`src/rtl/wb_stage_lsu_pkg.sv`:
```
// rv_wb_pkg: shared load funct3 encodings and writeback FSM state type.
package rv_wb_pkg;
    localparam logic [2:0] F3_LB  = 3'b000;
    localparam logic [2:0] F3_LH  = 3'b001;
    localparam logic [2:0] F3_LW  = 3'b010;
    localparam logic [2:0] F3_LBU = 3'b100;
    localparam logic [2:0] F3_LHU = 3'b101;
    typedef enum logic {WB_IDLE, WB_WAIT_LOAD} wb_state_t;
endpackage

```
`src/rtl/wb_load_align.sv`:
```
// wb_load_align: selects the byte/half lane of a load word and sign/zero extends it.
module wb_load_align
    import rv_wb_pkg::*;
#(
    parameter int XLEN = 32
) (
    input  logic [2:0]      mem_op_i,
    input  logic [1:0]      addr_lo_i,
    input  logic [XLEN-1:0] rdata_i,
    output logic [XLEN-1:0] data_o
);
    logic [7:0]  b;
    logic [15:0] h;
    assign b = rdata_i[{addr_lo_i, 3'b000} +: 8];
    assign h = rdata_i[{addr_lo_i[1], 4'b0000} +: 16];
    assign data_o = mem_op_i == F3_LB  ? {{(XLEN-8){b[7]}}, b} :
                    mem_op_i == F3_LBU ? {{(XLEN-8){1'b0}}, b} :
                    mem_op_i == F3_LH  ? {{(XLEN-16){h[15]}}, h} :
                    mem_op_i == F3_LHU ? {{(XLEN-16){1'b0}}, h} :
                    mem_op_i == F3_LW  ? XLEN'(rdata_i[31:0]) : rdata_i;
endmodule

```
`src/rtl/wb_stage_lsu.sv`:
```
// wb_stage_lsu: registered writeback stage with load formatting and a wait state
// for variable-latency memory responses.
module wb_stage_lsu
    import rv_wb_pkg::*;
#(
    parameter int XLEN       = 32,
    parameter int REG_ADDR_W = 5,
    parameter int CNT_W      = 32
) (
    input  logic                  clk,
    input  logic                  rst,
    input  logic                  in_valid_i,
    output logic                  in_ready_o,
    input  logic                  rf_we_i,
    input  logic [REG_ADDR_W-1:0] rf_waddr_i,
    input  logic                  mem2rf_i,
    input  logic [2:0]            mem_op_i,
    input  logic [1:0]            mem_addr_lo_i,
    input  logic [XLEN-1:0]       alu_result_i,
    input  logic                  mem_rvalid_i,
    input  logic [XLEN-1:0]       mem_rdata_i,
    output logic                  rf_we_o,
    output logic [REG_ADDR_W-1:0] rf_waddr_o,
    output logic [XLEN-1:0]       rf_wdata_o,
    output logic                  stall_o,
    output logic [CNT_W-1:0]      retired_o
);
    wb_state_t             state_q;
    logic                  hold_we_q;
    logic [REG_ADDR_W-1:0] hold_waddr_q;
    logic [2:0]            hold_op_q;
    logic [1:0]            hold_lo_q;
    logic                  rf_we_q;
    logic [REG_ADDR_W-1:0] rf_waddr_q;
    logic [XLEN-1:0]       rf_wdata_q;
    logic [CNT_W-1:0]      retired_q;
    logic                  accept, done, wr, we_sel;
    logic [REG_ADDR_W-1:0] waddr_sel;
    logic [2:0]            op_sel;
    logic [1:0]            lo_sel;
    logic [XLEN-1:0]       aligned, wdata_sel;

    assign stall_o    = state_q == WB_WAIT_LOAD;
    assign in_ready_o = state_q == WB_IDLE;
    assign accept     = in_valid_i && in_ready_o;
    assign done       = (accept && (!mem2rf_i || mem_rvalid_i)) || (stall_o && mem_rvalid_i);
    // While waiting, the instruction fields come from the holding registers.
    assign we_sel     = stall_o ? hold_we_q : rf_we_i;
    assign waddr_sel  = stall_o ? hold_waddr_q : rf_waddr_i;
    assign op_sel     = stall_o ? hold_op_q : mem_op_i;
    assign lo_sel     = stall_o ? hold_lo_q : mem_addr_lo_i;
    assign wdata_sel  = (stall_o || mem2rf_i) ? aligned : alu_result_i;
    assign wr         = done && we_sel && (waddr_sel != '0);

    wb_load_align #(.XLEN(XLEN)) u_align (
        .mem_op_i  (op_sel),
        .addr_lo_i (lo_sel),
        .rdata_i   (mem_rdata_i),
        .data_o    (aligned)
    );

    always_ff @(posedge clk) begin
        if (rst) begin
            state_q      <= WB_IDLE;
            hold_we_q    <= 1'b0;
            hold_waddr_q <= '0;
            hold_op_q    <= '0;
            hold_lo_q    <= '0;
            rf_we_q      <= 1'b0;
            rf_waddr_q   <= '0;
            rf_wdata_q   <= '0;
            retired_q    <= '0;
        end else begin
            rf_we_q <= wr;
            if (wr) begin
                rf_waddr_q <= waddr_sel;
                rf_wdata_q <= wdata_sel;
            end
            if (done)
                retired_q <= retired_q + CNT_W'(1);
            if (accept && mem2rf_i && !mem_rvalid_i) begin
                state_q      <= WB_WAIT_LOAD;
                hold_we_q    <= rf_we_i;
                hold_waddr_q <= rf_waddr_i;
                hold_op_q    <= mem_op_i;
                hold_lo_q    <= mem_addr_lo_i;
            end else if (stall_o && mem_rvalid_i) begin
                state_q <= WB_IDLE;
            end
        end
    end

    assign rf_we_o    = rf_we_q;
    assign rf_waddr_o = rf_waddr_q;
    assign rf_wdata_o = rf_wdata_q;
    assign retired_o  = retired_q;
endmodule

```
`config.mk`:
```
export PLATFORM = sky130hd
export DESIGN_NAME = wb_stage_lsu
export DESIGN_NICKNAME = d
export VERILOG_FILES = /design/src/rtl/wb_stage_lsu_pkg.sv /design/src/rtl/wb_load_align.sv /design/src/rtl/wb_stage_lsu.sv
export SDC_FILE = /design/constraint.sdc
export NUM_CORES = 1
export LEC_CHECK = 0
export CAP_MARGIN = 10
export CORE_ASPECT_RATIO = 1.4
export CORE_MARGIN = 2
export CORE_UTILIZATION = 43
export DETAILED_ROUTE_END_ITERATION = 6
export MAX_ROUTING_LAYER = met4
export PLACE_DENSITY = 0.8
export SLEW_MARGIN = 25
export SYNTH_ARGS = -nofsm -noshare
export SYNTH_HDL_FRONTEND = slang
export SYNTH_HIERARCHICAL = 1
export SYNTH_SLANG_ARGS = --single-unit
```
`constraint.sdc`:
```
create_clock -name clk -period 2.85 [get_ports clk]
set_clock_uncertainty 0.15 [all_clocks]
set_input_delay 0.57 -clock clk [delete_from_list [all_inputs] [get_ports clk]]
set_output_delay 0.57 -clock clk [all_outputs]
set_load 0.02 [all_outputs]
```
* Word level (Yosys, flattened, before mapping)
Cells that the tools add are included.
Widths: inputs -> output; s select.
** Cells by class
- Add/sub/neg operators :: 1
- Eq/ne operators :: 3
- Shifts and indexed selects :: 2
- Multiplexer cells :: 11
- Bitwise operators :: 1
- Reduce and logical (&&, ||, !) cells :: 15
** Operators with widths (number)
- $mux 32 :: 5
- $add 32x1->32 const B :: 1
- $shiftx 32x6->16 :: 1
- $shiftx 32x6->8 :: 1
- $logic_and 1x1->1 :: 7
- $eq 3x3->1 const B :: 2
- $mux 5 :: 1
- $reduce_bool 5->1 :: 1
- $eq 3x1->1 const B :: 1
- $logic_not 3->1 :: 1
- $logic_or 1x1->1 :: 3
- $mux 1 :: 3
- $mux 3 :: 1
- $logic_not 1->1 :: 2
- $mux 2 :: 1
- $reduce_bool 2->1 :: 1
- $not 1->1 :: 1
** Word-level totals
- Flip-flop bits (word level) :: 82
- Word-level logic and storage cells :: 42

* Logic depth before layout (Yosys ltp)
- Word-level depth :: 7
- Gate-level depth with buffers :: 12
- Gate-level depth less buffers :: 6

* Cells and area by module
Netlist, hierarchy kept.
** By module, submodules not included
- wb_stage_lsu :: times used 1, cells each 473, area each 3930.0 um2
- wb_load_align :: times used 1, cells each 127, area each 930.9 um2

* Least setup slack after synthesis
Ideal clock, no wire load.
- Path type :: flip-flop to flip-flop
- From :: register state_q (netlist: stall_o)
- To :: register rf_wdata_q[21] (netlist: rf_wdata_o[21])
- Arrival time :: 2.978 ns
- Setup slack :: -0.369 ns
- Cell stages (with the launch flop) :: 13
- Buffers on the path :: 6
- Period minus slack after synthesis :: 3.219 ns
- Cell sequence :: dfxtp_1 buf_2 buf_2 buf_1 mux2_2 buf_4 mux2i_1 or4_1 buf_2 buf_6 nand3_2 o21ai_0 a311oi_1
** Between the ends
- Elaborated cells on any way between the ends :: 24
** RTL lines
- start: declaration :: RTL line wb_stage_lsu.sv:28 : wb_state_t state_q;
- start signal: assignment :: RTL line wb_stage_lsu.sv:64 : state_q <= WB_IDLE;
- start signal: assignment :: RTL line wb_stage_lsu.sv:82 : state_q <= WB_WAIT_LOAD;
- start signal: assignment :: RTL line wb_stage_lsu.sv:88 : state_q <= WB_IDLE;
- $mux 2 (*) :: RTL line wb_stage_lsu.sv:51 : assign lo_sel = stall_o ? hold_lo_q : mem_addr_lo_i;
- net lo_sel[1] :: RTL line wb_stage_lsu.sv:40 : logic [1:0] lo_sel;
- $shiftx 32x6->16 :: RTL line wb_load_align.sv:15 : assign h = rdata_i[{addr_lo_i[1], 4'b0000} +: 16];
- $mux 32 :: RTL line wb_load_align.sv:18 : mem_op_i == F3_LH ? {{(XLEN-16){h[15]}}, h} :
- $mux 32 :: RTL line wb_load_align.sv:17 : mem_op_i == F3_LBU ? {{(XLEN-8){1'b0}}, b} :
- $mux 32 (*) :: RTL line wb_load_align.sv:16 : assign data_o = mem_op_i == F3_LB ? {{(XLEN-8){b[7]}}, b} :
- net aligned[21] :: RTL line wb_stage_lsu.sv:41 : logic [XLEN-1:0] aligned, wdata_sel;
- $mux 32 (*) :: RTL line wb_stage_lsu.sv:52 : assign wdata_sel = (stall_o || mem2rf_i) ? aligned : alu_result_i;
- end signal: assignment :: RTL line wb_stage_lsu.sv:77 : rf_wdata_q <= wdata_sel;
- end: declaration :: RTL line wb_stage_lsu.sv:35 : logic [XLEN-1:0] rf_wdata_q;
The timed path passes the listed nets; every way through them passes the cells marked *.
A chain may end at the register's enable or synchronous reset.

* Worst setup path after layout
- From :: input mem_addr_lo_i[0]
- To :: register rf_wdata_q[0] (netlist: rf_wdata_o[0])
** Between the ends
- Cells in the longest elaborated chain, start to end :: 5
** RTL lines
- start: declaration :: RTL line wb_stage_lsu.sv:18 : input logic [1:0] mem_addr_lo_i,
- $mux 2 (*) :: RTL line wb_stage_lsu.sv:51
- net lo_sel[0] :: RTL line wb_stage_lsu.sv:40
- $shiftx 32x6->8 (*) :: RTL line wb_load_align.sv:14 : assign b = rdata_i[{addr_lo_i, 3'b000} +: 8];
- $mux 32 :: RTL line wb_load_align.sv:17
- $mux 32 (*) :: RTL line wb_load_align.sv:16
- net aligned[0] :: RTL line wb_stage_lsu.sv:41
- $mux 32 (*) :: RTL line wb_stage_lsu.sv:52
Marked as above.

==> metrics.md <==
| Metric | Value |
|---|---|
| Outcome | `finished clean` |
| Non-filler instance count after layout | `between 800 and 900` |
| Number of global-route vias before repair | `5054` |
| Rel. slew slack | `55.49%` |
| Total GRT Usage | `27.31%` |
| GRT met2 Usage | `47.18%` |
| Cell area after synthesis | `4861 um2` |
| Power per Cell Area | `446.5 nW/um2` |
| Routed via count | `5293` |
| Io pins | `152` |
| Postcts setup bufs | `0` |
| F_max | `377.6 MHz` |
| Hold bufs inserted after CTS | `0` |
| Cell taking the most area after synthesis | `dfxtp_1` |
| Fin util | `a little over three fifths` |
| Final Wtd Congestion | `0.9414` |
| Remaining Overflow, GRT | `0` |
| Antenna Nets Post-Route | `0` |
| Worst Path Max Fanout | `15` |
| NumNets Final | `813` |
| R2R setup slack | `0.26 ns` |
| Seq/Total Area, Yosys | `33.77%` |
| Worst-margin pin slew | `0.6676 ns` |
| Max Cap Viol | `0` |
| Dominant synthesized flop cell | `dfxtp_1` |
| IO Port Bufs | `151` |
| FF-to-FF path depth | `7` |
| Crit path time final | `2.648 ns` |
| Crit. End Element | `flip-flop` |
| Post-synth EDFFs | `0` |
| Area of the multi-input gates | `2915 um2` |
| Critical path's slowest cell | `or4b_1` |
| Gates resized, CTS repair | `0` |
| P_leak | `2.442 nW` |
| Maximum vdd ir drop | `229.3 uV` |
| Max Slew Vio Count | `0` |
| DRT Wirelength | `16230 um` |
| Top cells by area, synth | `dfxtp_1 (34%), a21oi_1 (7.0%), nand2_1 (6.9%)` |
| Largest net degree at the start of global routing | `53` |
| N_diodes | `0` |
| Detailed placer's ending HPWL | `between 10000 and 15000 um` |
| Clk_lat worst skew | `~0.34 ns` |
| First drt pass iteration count | `5` |
| Post-route setup TNS | `0 ns` |
| Core area | `around 11000 um2` |
| DRC violations left | `0` |
| Wire per inst | `approximately 18 um` |
| Worst Hold Class | `reg -> reg` |
| Final setup viols | `0` |
| Clock Tree Buf Depth | `2` |
| Clk slew on worst S/H paths | `0.06 ns` |
| Ys Warns | `6` |
| Worst setup SP type | `input port` |
| Iter 0 DRT Violations | `305` |
| CTS sink count | `82` |
| Worst EP arrival | `2.75 ns` |
| Total chip power | `3.061 mW` |
| Post-synthesis register bit count | `just over 80` |
| CTS buffer count | `9` |
| WP data required | `2.95 ns` |
| Crit-path cells | `clkdlybuf4s50_1, mux2_2, buf_4, or4b_1, a31oi_1, a221o_1, o21ai_0, a311oi_1` |
| Syn Area/Cell | `8.102 um2` |
| Seq. cell area | `1643 um2` |
| Area delta synth->final | `41.00%` |
| Clock root buffer | `clkbuf_16` |
| WS Path Type | `in -> reg` |
| Placed insts | `862` |
| Initial core utilization | `44.50%` |
| Die area | `12180 um2` |
| First-pass GRT wire length | `25670 um` |
| Met3 GRT Util | `under 10%` |
| Unrepaired setup endpoints after global routing | `no` |
| Netlist cell types | `54` |
| H-tree Lvls | `3` |
| Initial antenna violation count | `0` |
| Share of the synthesized area in the top cell type | `33.77%` |
| Final hold violation count | `0` |
| Final period util | `92.92%` |
| Die height | `roughly 130 um` |
| Die Wd | `93.86 um` |
| Row count | `45` |
| DR vias/cell | `6.028` |
| Synth async-reset ratio | `0%` |
| Cell depth of the worst hold path | `2` |
| Mapped Cells | `600` |
| Ratio of cells with drive above 1 in the final layout | `between 10% and 20%` |
| # fillers | `930` |
| GR peak layer | `met2` |
| Met1 usage | `32.34%` |
| CTS tree | `yes` |
| Synth Net Count | `681` |
| CP max stage delay | `0.52 ns` |
-- placed cells by master, fill, tap and decap left out, drive strengths merged, types with 7 or more instances in the layout --
cell           instances
o21ai                 42
nor3                   9
or4b                   7
a21oi                 68
nand3                 31
xnor2                  7
a22o                   7
clkbuf                15
a31oi                  7
nor2                  18
nand3b                 9
nand4                  9
o31ai                 13
a311oi                32
nand2                 90
mux2                  20
or4                   15
dfxtp                 82
a221o                 15
clkdlybuf4s50        150
buf                   32
-- power breakdown --
part	switching, mW	internal (mW)	total, mW
registers	0.0330	1.19	1.23
clock network	0.454	0.709	1.16
logic	0.336	0.336	0.672
-- cell type report --
cell class              instances  share of cell area [%]
inverters                       4                  0.2191
clock inverters                 1                 0.07302
repair buffers                182                   26.29
clock buffers                  15                   4.345
well taps                     141                   2.574
multi-input cells             453                   42.53
flip-flops and latches         82                   23.97
-- state kept, by name (all words and copies together), names as in the netlist --
register,cells
retired_o,32
rf_waddr_o,5
hold_waddr_q,5
hold_lo_q,2
hold_we_q,1
hold_op_q,3
rf_wdata_o,32
stall_o,1
rf_we_o,1
-- Yosys cell counts (all sizes together) (5+ instances only) --
master	count
a21oi	68
a221o	15
a22o	7
a311oi	32
a31oi	7
and3	5
buf	28
clkbuf	33
dfxtp	82
mux2	20
nand2	90
nand3	31
nand3b	9
nand4	9
nor2	18
nor2b	6
nor3	9
nor3b	5
o21ai	42
o31ai	13
or3	6
or4	15
or4b	7
xnor2	7
-- path summary, 6_finish.rpt --
| kind | end | from |
|---|---|---|
| hold reg to reg | hold_op_q[0] | hold_op_q[0] |
| setup / recovery | rf_wdata_o[0] | mem_addr_lo_i[0] |
| setup reg to reg | rf_wdata_o[0] | stall_o |
| hold / removal | hold_op_q[0] | hold_op_q[0] |
-- layer usage --
layer  part of all wire, %  vias up  wire length (um)
li1                      -     2536                 -
met1                    40     2513              6479
met2                    52      210              8364
met3                   5.3       34               867
met4                   3.2        0               515
met5                     0        -                 0
-- worst max-delay path, delay by kind of cell --
kind | cells | cell delay (ns)
compound gates | 4 | 0.71
buf+inv | 2 | 0.63
simple gates | 1 | 0.52
mux | 1 | 0.31
-- cell families (layout without fill, tap and decap cells) --
| family | Yosys count | after routing | synth area share, % |
|---|---|---|---|
| multiplexers | 24 | 24 | 5.714 |
| adder cells (fa/ha/maj) | 1 | 1 | 0.2574 |
| buffers and inverters | 65 | 202 | 6.306 |
| AO/OA/AOI/OAI | 197 | 197 | 27.00 |
| AND/OR/NAND/NOR | 223 | 223 | 25.51 |
| flip-flops | 82 | 82 | 33.77 |
| XOR/XNOR | 8 | 8 | 1.441 |
-- stage by stage --
step,worst slack (ns),hold slack [ns],area (um2)
detailed placement,-0.1166,0.2975,6551
floorplan,0.01855,0.2829,4871
global route,0.05579,0.3222,6854
CTS,0.2179,0.3065,6854
finish,0.2018,0.3108,6854
global placement,-0.1387,0.2887,6551
No activity file was read; power rests on OpenSTA's default activity.
